--- config.mk ---
export PLATFORM = sky130hd
export DESIGN_NAME = cmult_pipe
export DESIGN_NICKNAME = d
export VERILOG_FILES = /design/src/rtl/fft_pkg.sv /design/src/rtl/smul_pipe.sv /design/src/rtl/cmult_pipe.sv
export SDC_FILE = /design/constraint.sdc
export NUM_CORES = 2
export LEC_CHECK = 0
export CAP_MARGIN = 20
export CORE_AREA = 5 5 303 305
export DETAILED_ROUTE_END_ITERATION = 8
export DIE_AREA = 0 0 308 310
export MAX_ROUTING_LAYER = met4
export PLACE_DENSITY_LB_ADDON = 0.12
export SYNTH_ARGS = -nofsm -noshare
export SYNTH_HDL_FRONTEND = slang
export SYNTH_SLANG_ARGS = --single-unit
--- constraint.sdc ---
create_clock -name clk -period 9.7 [get_ports clk]
set_clock_uncertainty 0.1 [all_clocks]
set_input_delay 1.94 -clock clk [delete_from_list [all_inputs] [get_ports clk]]
set_output_delay 1.94 -clock clk [all_outputs]
set_load 0.01 [all_outputs]
--- src/rtl/fft_pkg.sv ---
// Shared FFT datapath definitions: default widths, latency constant and the
// round-half-up / saturate helper used at the complex multiplier output.
package fft_pkg;

   localparam int FFT_A_W        = 16;
   localparam int FFT_B_W        = 16;
   localparam int FFT_OUT_W      = 16;
   localparam int FFT_SHIFT      = 14;
   localparam int FFT_PIPE_LEVEL = 1;

   // Twiddles are Q1.(B_W-2): +1.0 is 2^(B_W-2), so the full range stays representable.
   localparam int TWIDDLE_FRAC   = FFT_B_W - 2;

   // S0 input register + PIPE_LEVEL product stages + combine + output register.
   localparam int CMULT_LAT      = FFT_PIPE_LEVEL + 3;

   // Working width for round_sat; wide enough for any legal A_W+B_W+1 sum.
   localparam int RS_W           = 64;

   typedef struct packed {
      logic                   sat;
      logic signed [RS_W-1:0] val;
   } rs_t;

   function automatic int cmult_lat(input int pipe_level);
      return pipe_level + 32'sd3;
   endfunction

   // Round half up by adding 2^(shift-1) before an arithmetic right shift,
   // then clip to the signed out_w range and flag whether clipping happened.
   function automatic rs_t round_sat(input logic signed [RS_W-1:0] x,
                                     input int                     shift,
                                     input int                     out_w);
      logic signed [RS_W-1:0] acc_s;
      logic signed [RS_W-1:0] max_s;
      logic signed [RS_W-1:0] min_s;
      rs_t                    res_s;
      if (shift > 32'sd0) begin
         acc_s = x + (64'sd1 <<< (shift - 32'sd1));
      end else begin
         acc_s = x;
      end
      acc_s = acc_s >>> shift;
      max_s = (64'sd1 <<< (out_w - 32'sd1)) - 64'sd1;
      min_s = -(64'sd1 <<< (out_w - 32'sd1));
      if (acc_s > max_s) begin
         res_s.sat = 1'b1;
         res_s.val = max_s;
      end else if (acc_s < min_s) begin
         res_s.sat = 1'b1;
         res_s.val = min_s;
      end else begin
         res_s.sat = 1'b0;
         res_s.val = acc_s;
      end
      return res_s;
   endfunction

endpackage

--- src/rtl/smul_pipe.sv ---
// Signed real multiplier with a PIPE_LEVEL-deep output pipeline, stalled by en.
module smul_pipe
   import fft_pkg::*;
#(
   parameter int A_W        = FFT_A_W,
   parameter int B_W        = FFT_B_W,
   parameter int PIPE_LEVEL = FFT_PIPE_LEVEL
) (
   input  logic                    clk,
   input  logic                    rst_n,
   input  logic                    en,
   input  logic signed [A_W-1:0]   a_i,
   input  logic signed [B_W-1:0]   b_i,
   output logic signed [A_W+B_W-1:0] p_o
);

   localparam int P_W = A_W + B_W;

   logic signed [P_W-1:0] prod_d;
   logic signed [P_W-1:0] stage_q [PIPE_LEVEL];

   // Full-precision product: both operands are sign-extended first so nothing wraps.
   always_comb begin
      prod_d = P_W'(a_i) * P_W'(b_i);
   end

   // Product pipeline; stage 0 takes the fresh product, later stages shift it along.
   always_ff @(posedge clk) begin
      if (!rst_n) begin
         for (int i = 0; i < PIPE_LEVEL; i++) begin
            stage_q[i] <= '0;
         end
      end else if (en) begin
         stage_q[0] <= prod_d;
         for (int i = 1; i < PIPE_LEVEL; i++) begin
            stage_q[i] <= stage_q[i-1];
         end
      end
   end

   assign p_o = stage_q[PIPE_LEVEL-1];

endmodule

--- src/rtl/cmult_pipe.sv ---
// Pipelined complex multiplier y = a * w (or a * conj(w)) with round-half-up
// rescaling, saturation, valid sideband and a global stall enable.
module cmult_pipe
   import fft_pkg::*;
#(
   parameter int A_W        = FFT_A_W,
   parameter int B_W        = FFT_B_W,
   parameter int OUT_W      = FFT_OUT_W,
   parameter int SHIFT      = FFT_SHIFT,
   parameter int PIPE_LEVEL = FFT_PIPE_LEVEL
) (
   input  logic                    clk,
   input  logic                    rst_n,
   input  logic                    en,
   input  logic                    in_valid,
   input  logic                    conj,
   input  logic signed [A_W-1:0]   a_re,
   input  logic signed [A_W-1:0]   a_im,
   input  logic signed [B_W-1:0]   w_re,
   input  logic signed [B_W-1:0]   w_im,
   input  logic                    clr,
   output logic                    out_valid,
   output logic signed [OUT_W-1:0] y_re,
   output logic signed [OUT_W-1:0] y_im,
   output logic                    sat,
   output logic                    sat_sticky
);

   localparam int P_W = A_W + B_W;
   // One extra bit so the sum of two extreme products never wraps.
   localparam int S_W = P_W + 1;
   localparam int L   = cmult_lat(PIPE_LEVEL);

   logic signed [A_W-1:0]   a_re_q, a_im_q;
   logic signed [B_W-1:0]   w_re_q, w_im_q;
   logic [L-1:0]            valid_q;
   logic [PIPE_LEVEL:0]     conj_q;

   logic signed [P_W-1:0]   p_rr_s, p_ii_s, p_ir_s, p_ri_s;
   logic signed [S_W-1:0]   sum_re_d, sum_im_d;
   logic signed [S_W-1:0]   sum_re_q, sum_im_q;

   rs_t                     rs_re_s, rs_im_s;
   logic signed [OUT_W-1:0] y_re_d, y_im_d;
   logic                    sat_d, set_s;
   logic signed [OUT_W-1:0] y_re_q, y_im_q;
   logic                    sat_q;
   logic                    sat_sticky_d, sat_sticky_q;

   // S0: capture operands; data loads whether or not the sample is valid.
   always_ff @(posedge clk) begin
      if (!rst_n) begin
         a_re_q <= '0;
         a_im_q <= '0;
         w_re_q <= '0;
         w_im_q <= '0;
      end else if (en) begin
         a_re_q <= a_re;
         a_im_q <= a_im;
         w_re_q <= w_re;
         w_im_q <= w_im;
      end
   end

   // Valid and conj sideband shift registers, kept aligned with the datapath.
   always_ff @(posedge clk) begin
      if (!rst_n) begin
         valid_q <= '0;
         conj_q  <= '0;
      end else if (en) begin
         valid_q <= {valid_q[L-2:0], in_valid};
         conj_q  <= {conj_q[PIPE_LEVEL-1:0], conj};
      end
   end

   smul_pipe #(.A_W(A_W), .B_W(B_W), .PIPE_LEVEL(PIPE_LEVEL)) u_mul_rr (
      .clk(clk), .rst_n(rst_n), .en(en), .a_i(a_re_q), .b_i(w_re_q), .p_o(p_rr_s));
   smul_pipe #(.A_W(A_W), .B_W(B_W), .PIPE_LEVEL(PIPE_LEVEL)) u_mul_ii (
      .clk(clk), .rst_n(rst_n), .en(en), .a_i(a_im_q), .b_i(w_im_q), .p_o(p_ii_s));
   smul_pipe #(.A_W(A_W), .B_W(B_W), .PIPE_LEVEL(PIPE_LEVEL)) u_mul_ir (
      .clk(clk), .rst_n(rst_n), .en(en), .a_i(a_im_q), .b_i(w_re_q), .p_o(p_ir_s));
   smul_pipe #(.A_W(A_W), .B_W(B_W), .PIPE_LEVEL(PIPE_LEVEL)) u_mul_ri (
      .clk(clk), .rst_n(rst_n), .en(en), .a_i(a_re_q), .b_i(w_im_q), .p_o(p_ri_s));

   // Combine the four products; conjugate mode flips the sign of every w_im term.
   always_comb begin
      sum_re_d = '0;
      sum_im_d = '0;
      if (conj_q[PIPE_LEVEL]) begin
         sum_re_d = S_W'(p_rr_s) + S_W'(p_ii_s);
         sum_im_d = S_W'(p_ir_s) - S_W'(p_ri_s);
      end else begin
         sum_re_d = S_W'(p_rr_s) - S_W'(p_ii_s);
         sum_im_d = S_W'(p_ir_s) + S_W'(p_ri_s);
      end
   end

   // Combine-stage register.
   always_ff @(posedge clk) begin
      if (!rst_n) begin
         sum_re_q <= '0;
         sum_im_q <= '0;
      end else if (en) begin
         sum_re_q <= sum_re_d;
         sum_im_q <= sum_im_d;
      end
   end

   // Rescale and clip both components; sat flags a clip on either one.
   always_comb begin
      rs_re_s = round_sat(RS_W'(sum_re_q), SHIFT, OUT_W);
      rs_im_s = round_sat(RS_W'(sum_im_q), SHIFT, OUT_W);
      y_re_d  = OUT_W'(rs_re_s.val);
      y_im_d  = OUT_W'(rs_im_s.val);
      sat_d   = rs_re_s.sat | rs_im_s.sat;
   end

   // Sticky flag next state: a new valid saturating result beats a same-cycle clear.
   always_comb begin
      set_s = en & valid_q[L-2] & sat_d;
      if (set_s) begin
         sat_sticky_d = 1'b1;
      end else if (clr) begin
         sat_sticky_d = 1'b0;
      end else begin
         sat_sticky_d = sat_sticky_q;
      end
   end

   // Output register stage.
   always_ff @(posedge clk) begin
      if (!rst_n) begin
         y_re_q <= '0;
         y_im_q <= '0;
         sat_q  <= 1'b0;
      end else if (en) begin
         y_re_q <= y_re_d;
         y_im_q <= y_im_d;
         sat_q  <= sat_d;
      end
   end

   // Sticky saturation register; clr is honoured even while stalled.
   always_ff @(posedge clk) begin
      if (!rst_n) begin
         sat_sticky_q <= 1'b0;
      end else begin
         sat_sticky_q <= sat_sticky_d;
      end
   end

   assign out_valid  = valid_q[L-1];
   assign y_re       = y_re_q;
   assign y_im       = y_im_q;
   assign sat        = sat_q;
   assign sat_sticky = sat_sticky_q;

endmodule

# [Word-level counts from Yosys, hierarchy flattened]
# Memory sizes are Yosys's and may differ from the RTL's.
# Cells that the tools add are included.
# W data, S select, Z words.
[totals] ff_bits=170 latch_bits=0 ram_bits=128 mem_bits_ro=0 in_bits=70 out_inout_bits=35 elab_cells=58 memories=4
[memory_table] name="u_mul_ii.stage_q" depth=1 width=32 rd=1 rd_clocked_by_memory_dff=0 write_ports=1 line="smul_pipe.sv:20" text="logic signed [P_W-1:0] stage_q [PIPE_LEVEL];"
[memory_table] name="u_mul_ir.stage_q" depth=1 width=32 rd=1 rd_clocked_by_memory_dff=0 write_ports=1 line="smul_pipe.sv:20"
[memory_table] name="u_mul_ri.stage_q" depth=1 width=32 rd=1 rd_clocked_by_memory_dff=0 write_ports=1 line="smul_pipe.sv:20"
[memory_table] name="u_mul_rr.stage_q" depth=1 width=32 rd=1 rd_clocked_by_memory_dff=0 write_ports=1 line="smul_pipe.sv:20"
[op_classes] n_addsub=6 n_mul=4 div=0 n_lt_le_gt_ge=4 n_eq_ne=0 shifts=0 n_mux=20 n_bitwise=3 reduce_logical=5
[op_table] op="$mux W65" n=4
[op_table] op="$mul A16 B16 Y32" n=4
[op_table] op="$mux W32" n=4
[op_table] op="$reduce_or A32 Y1" n=4
[op_table] op="$add A33 B15 Y34 const B" n=2
[op_table] op="$add A32 B32 Y33" n=2
[op_table] op="$mux W33" n=2
[op_table] op="$sub A32 B32 Y33" n=2
[op_table] op="$gt A20 B16 Y1 const B" n=2
[op_table] op="$lt A20 B16 Y1 const B" n=2
[op_table] op="$mux W1" n=10
[op_table] op="$and A1 B1 Y1" n=2
[op_table] op="$reduce_bool A2 Y1" n=1
[op_table] op="$or A1 B1 Y1" n=1

# [Longest topological paths before layout]
[depth] word_depth=7 depth_mapped=25 mapped_depth_nobuf=24

# [By module]
# A second synthesis with hierarchy kept.
[unflattened] hier_cells=5902 hier_area_um2=54404.7
[by_module_without_submodules] module="smul_pipe at u_mul_ir ..." n_inst=2 cells_per_inst=1164 area_per_inst_um2=11078.1 seq_area_each_um2=960.9
[by_module_without_submodules] module="smul_pipe at u_mul_ii" n_inst=1 cells_per_inst=1225 area_per_inst_um2=11272.1 seq_area_each_um2=960.9
[by_module_without_submodules] module="smul_pipe at u_mul_rr" n_inst=1 cells_per_inst=1164 area_per_inst_um2=11013.1 seq_area_each_um2=960.9
[by_module_without_submodules] module="cmult_pipe" n_inst=1 cells_per_inst=1185 area_per_inst_um2=9963.3 seq_area_each_um2=2882.8

# [Worst setup path after synthesis]
# OpenSTA, ideal clock, no wires.
[synth_path] path_kind="register to register" from="register a_im_q[15]" to="memory u_mul_ir.stage_q[0][31] (netlist bit) (data pin)" setup_time_ns=0.270 t_arrival_ns=6.044 required_time_ns=9.330 setup_slack_ns=3.286 stages_incl_launch_ff=22 n_path_buf=1 synth_period_minus_slack_ns=6.414 path_cell_list="dfxtp_1 clkbuf_1 nand2_1 inv_1 fa_1 fa_1 fa_1 fa_1 fa_1 inv_1 fa_1 inv_1 ha_1 nand3_1 inv_1 a22oi_1 nand3b_1 o221ai_1 a21boi_0 a2111oi_0 or3_1 a21oi_1"
[synth_between] elab_chain_cells=2
[synth_rtl] element="start, declared" line="cmult_pipe.sv:34" text="logic signed [A_W-1:0] a_re_q, a_im_q;"
[synth_rtl] element="start signal, assigned" line="cmult_pipe.sv:59" text="a_im_q <= a_im;"
[synth_rtl] element="$mul A16 B16 Y32" line="smul_pipe.sv:24" text="prod_d = P_W'(a_i) * P_W'(b_i);"
[synth_rtl] element="$mux W32 (no source line)"
[synth_rtl] element="end, declared" line="smul_pipe.sv:20"
# Every way passes these cells.

# [Final worst setup path]
[layout_path] from="register w_re_q[1]" to="memory u_mul_ir.stage_q[0][31] (netlist bit) (data pin)"
[layout_between] elab_chain_cells=2
[layout_rtl] element="start, declared" line="cmult_pipe.sv:35" text="logic signed [B_W-1:0] w_re_q, w_im_q;"
[layout_rtl] element="start signal, assigned" line="cmult_pipe.sv:60" text="w_re_q <= w_re;"
[layout_rtl] element="$mul A16 B16 Y32" line="smul_pipe.sv:24"
[layout_rtl] element="$mux W32 (no source line)"
# Every way passes these cells.

==> key figures <==
Setup path
  – Critical Path RT: 9.95 ns
  – Most frequent cell on the critical path: fa_1
  – Critical register-to-register path endpoint: u_mul_ir.stage_q[0][31]$_SDFFCE_PN0P_
  – Startpoint type of the worst setup path: flip-flop
  – Delay contributed by the slowest stage of the critical path: 0.99 ns
  – Minimum setup slack among reg-to-reg paths: 1.81 ns
  – Slowest cell on the critical path: dfxtp_1
  – Cells along the critical path: buf_4 -> nand2_1 -> inv_1 -> fa_1 -> fa_1 -> fa_1 -> fa_1 -> fa_1 -> inv_1 -> fa_1 -> inv_1 -> ha_1 -> nand3_1 -> inv_1 -> a22oi_1 -> nand3b_1 -> o221ai_1 -> a21boi_0 -> a2111oi_0 -> or3_1 -> a21oi_1
  – Critical path class: reg2reg
  – Worst Reg2Reg Path Length in Cells: 21
  – Crit path DAT: 8.14 ns
  – Element type at the critical path end: flip-flop
  – Crit Path Max Fanout: 18
  – Worst reg2reg startpoint: w_re_q[1]$_SDFFE_PN0P_

Detailed routing
  – Drt via density: 5.59
  – Count of routing violations after the opening detailed-route iteration: 2911
  – Post-route antenna net violation count: 0
  – WL per Instance: 20.0 um
  – # DRC: 0
  – Routed wire length: 138000 um
  – Number of vias in the routed layout: 38600
  – Detailed Routing Iterations Pass 1: 5

STA
  – Endpoints failing setup: 0
  – Maximum clock rate: 127 MHz
  – Final total negative setup slack: 0 ns
  – Final critical-path required period: 7.89 ns
  – Final hold viol count: 0
  – Worst Max-Slew Pin Slew: 1.11 ns
  – Crit path setup slack, layout: 1.81 ns
  – Tcrit/Tclk final: 81.3%
  – Total count of max-transition violations in the final report: 0
  – Unrepaired setup endpoints after global routing: no
  – Tightest slew margin relative to the limit: 25.9%

Clock network
  – Num CTS Buffers: 40
  – Resized cells post-CTS: 0
  – Clock tree from TritonCTS: done
  – Deepest clock path buffer count: 3
  – Latest clock arrival within the worst-skew pair: 0.63 ns
  – Number of buffers added for setup after CTS: 0
  – H-Tree Depth: 2
  – Clock transition at the register clock pins on the worst setup and hold paths after CTS: 0.07 ns
  – TritonCTS Sinks: 272
  – Clk root buf: clkbuf_16
  – CTS Hold Bufs: 0

Layout
  – Fraction of layout cells with a size suffix above 1: 2.94%
  – Number of fill cells: 7519
  – Leading cell type in the layout, fill and taps excluded: inv_1
  – NumNets Final: 7203
  – Area grow syn2layout: 6.73%
  – Commonest cells after routing, fill and taps aside: inv_1, fa_1, nand2_1

Synth
  – Cell type contributing the most total cell area after synthesis: fa_1
  – Number of synthesized flops with an enable pin: 128
  – Number of distinct standard cells referenced by the synthesized netlist: 75
  – Area fraction of the dominant cell type after synthesis: 39.7%
  – Syn Inst Count: 5722
  – Dominant cells by area after synthesis: fa_1, ha_1, inv_1, edfxtp_1, and2_1
  – Post-Synthesis Mean Instance Area: 9.24 um2
  – Sequential area share after synthesis: 12.7%
  – Register bit total from synthesis: 272
  – Proportion of register bits with asynchronous set or reset after synthesis: 0%
  – Post-synthesis instance area: 52900 um2
  – Number of synthesis warnings: 0
  – Primary FF master, synth: dfxtp_1
  – Total nets after synthesis: 7234

Power and ir drop
  – Max rail drop VDD: 0.148 mV
  – Leakage power: 28.1 nW
  – Pwr Density: 114 nW/um2

Worst hold path
  – Hold Path Depth: 2
  – Hold path startpoint: y_im[0]$_SDFFE_PN0P_
  – Hold crit path type: reg2reg
  – Worst Hold Endpoint: y_im[0]$_SDFFE_PN0P_

Floorplan
  – Floorplan die area: 95500 um2
  – CORE AREA: 89000 um2
  – FP Rows: 110
  – Die X: 308 um
  – Effective utilization at floorplan: 59.4%
  – Die height: 310 um
  – Io pins: 105

Place
  – Worst-case setup slack after placement: 1.93 ns
  – Detailed-placement wirelength estimate: 109000 um
  – Final weighted congestion in routability-driven placement: 0.959
  – Buffers added on ports: 104

Global route
  – Number of antenna violations at the first check in global routing: 1
  – Largest net degree at the start of global routing: 98
  – Global-route wire length before repair: 223000 um
  – Grt total ovfl: 0
  – Combined global-route utilization of all metal layers: 30.8%
  – Number of global-route vias before repair: 40300

Run status
  – Status: finished clean

Job
  – Number of maximum-capacitance violations: 0
## kinds of logic (layout without fill, tap and decap cells)
group	after synthesis	in the layout	synth area share [%]
AO/OA/AOI/OAI	537	537	6.37
XOR/XNOR	248	248	4.11
adder cells (fa/ha/maj)	1442	1442	49.0
buffers and inverters	1450	1449	10.3
flip-flops	272	272	12.7
multiplexers	81	81	1.54
other	0	1	0
AND/OR/NAND/NOR	1692	1692	16.0
## per-stage QoR
stage | total power, mW | hold WS [ns] | area (um2) | utilization (%) | instances
after global routing | 6.92 | 0.389 | 56400 | 63.4 | 6898
after floorplan | 3.81 | 0.359 | 52900 | - | 5722
after CTS | 6.44 | 0.360 | 56400 | 63.4 | 6896
final | 6.44 | 0.350 | 56400 | 63.4 | 6898
after global placement | 4.81 | 0.337 | 55000 | 61.8 | 6823
after detailed placement | 4.87 | 0.347 | 55000 | 61.8 | 6824
## Yosys cell counts, types with 8 or more instances
library cell and n:
inv_1 1196, fa_1 1048, nand2_1 601, and2_1 499
ha_1 394, clkbuf_1 248, nor2_1 245, a21oi_1 165
xnor2_1 150, dfxtp_1 144, o21ai_0 130, edfxtp_1 128
xor2_1 98, nor2b_1 95, mux2i_1 80, nor3_1 45
a21o_1 44, and3_1 44, nand2b_1 37, nand3_1 37
o211ai_1 29, a211oi_1 24, o21bai_1 24, o21a_1 23
nand4_1 22, or3_1 20, a31oi_1 18, nor4_1 10
a2111oi_0 8, nor3b_1 8, o22ai_1 8
## critical path, delay by kind of cell (launching register included)
kind            cells  cell delay, ns
fa+ha+maj           7            3.83
compound gates      5            1.36
flops               1            0.99
buf+inv             5            0.70
simple gates        4            0.61
## flip-flops by register name, summed over array words and instances (netlist names)
signal,cells
w_im_q,16
a_im_q,16
y_im,16
w_re_q,16
sat_sticky,1
sat,1
sum_im_q,20
sum_re_q,20
u_mul_rr.stage_q,32
u_mul_ii.stage_q,32
valid_q,4
u_mul_ir.stage_q,32
conj_q,2
u_mul_ri.stage_q,32
y_re,16
a_re_q,16
## area by class of cell
class,instances,area [um2],area share (%)
Clock inverter,21,198,0.350
Timing Repair Buffer,181,1650,2.92
Clock buffer,51,1170,2.07
Antenna cell,1,2.50,0.00443
Tap cell,1176,1470,2.61
Sequential cell,272,6730,11.9
Multi-Input combinational cell,4000,40700,72.2
Inverter,1196,4490,7.96
## power by group
part           switching [mW]  internal, mW  total [mW]
sequential              0.242          1.41        1.65
clock                   0.640         0.911        1.55
combinational            1.93          1.31        3.24
total                    2.82          3.63        6.44
## layer usage
metal | global-route usage, % | wire length, um | vias to the layer above
met5 | - | 0 | -
met4 | 8.27 | 4610 | 0
met3 | 4.91 | 10700 | 248
met2 | 47.5 | 62900 | 1420
met1 | 43.2 | 59600 | 19500
li1 | - | - | 17400
## how the worst max path moves through the flow
stage	startpoint	end	slack, ns	cells past startpoint
final	w_re_q[1]$_SDFFE_PN0P_	u_mul_ir.stage_q[0][31]$_SDFFCE_PN0P_	1.81	21
after global routing	w_re_q[1]$_SDFFE_PN0P_	u_mul_ir.stage_q[0][31]$_SDFFCE_PN0P_	1.38	21
after CTS	w_re_q[1]$_SDFFE_PN0P_	u_mul_ir.stage_q[0][31]$_SDFFCE_PN0P_	1.87	21
after detailed placement	w_re_q[1]$_SDFFE_PN0P_	u_mul_ir.stage_q[0][31]$_SDFFCE_PN0P_	1.93	21
after global placement	w_re_q[1]$_SDFFE_PN0P_	u_mul_ir.stage_q[0][31]$_SDFFCE_PN0P_	2.16	21
after floorplan	a_im_q[15]$_SDFFE_PN0P_	u_mul_ir.stage_q[0][31]$_SDFFCE_PN0P_	3.29	21
Note: power is estimated with default switching activity, not from simulation.
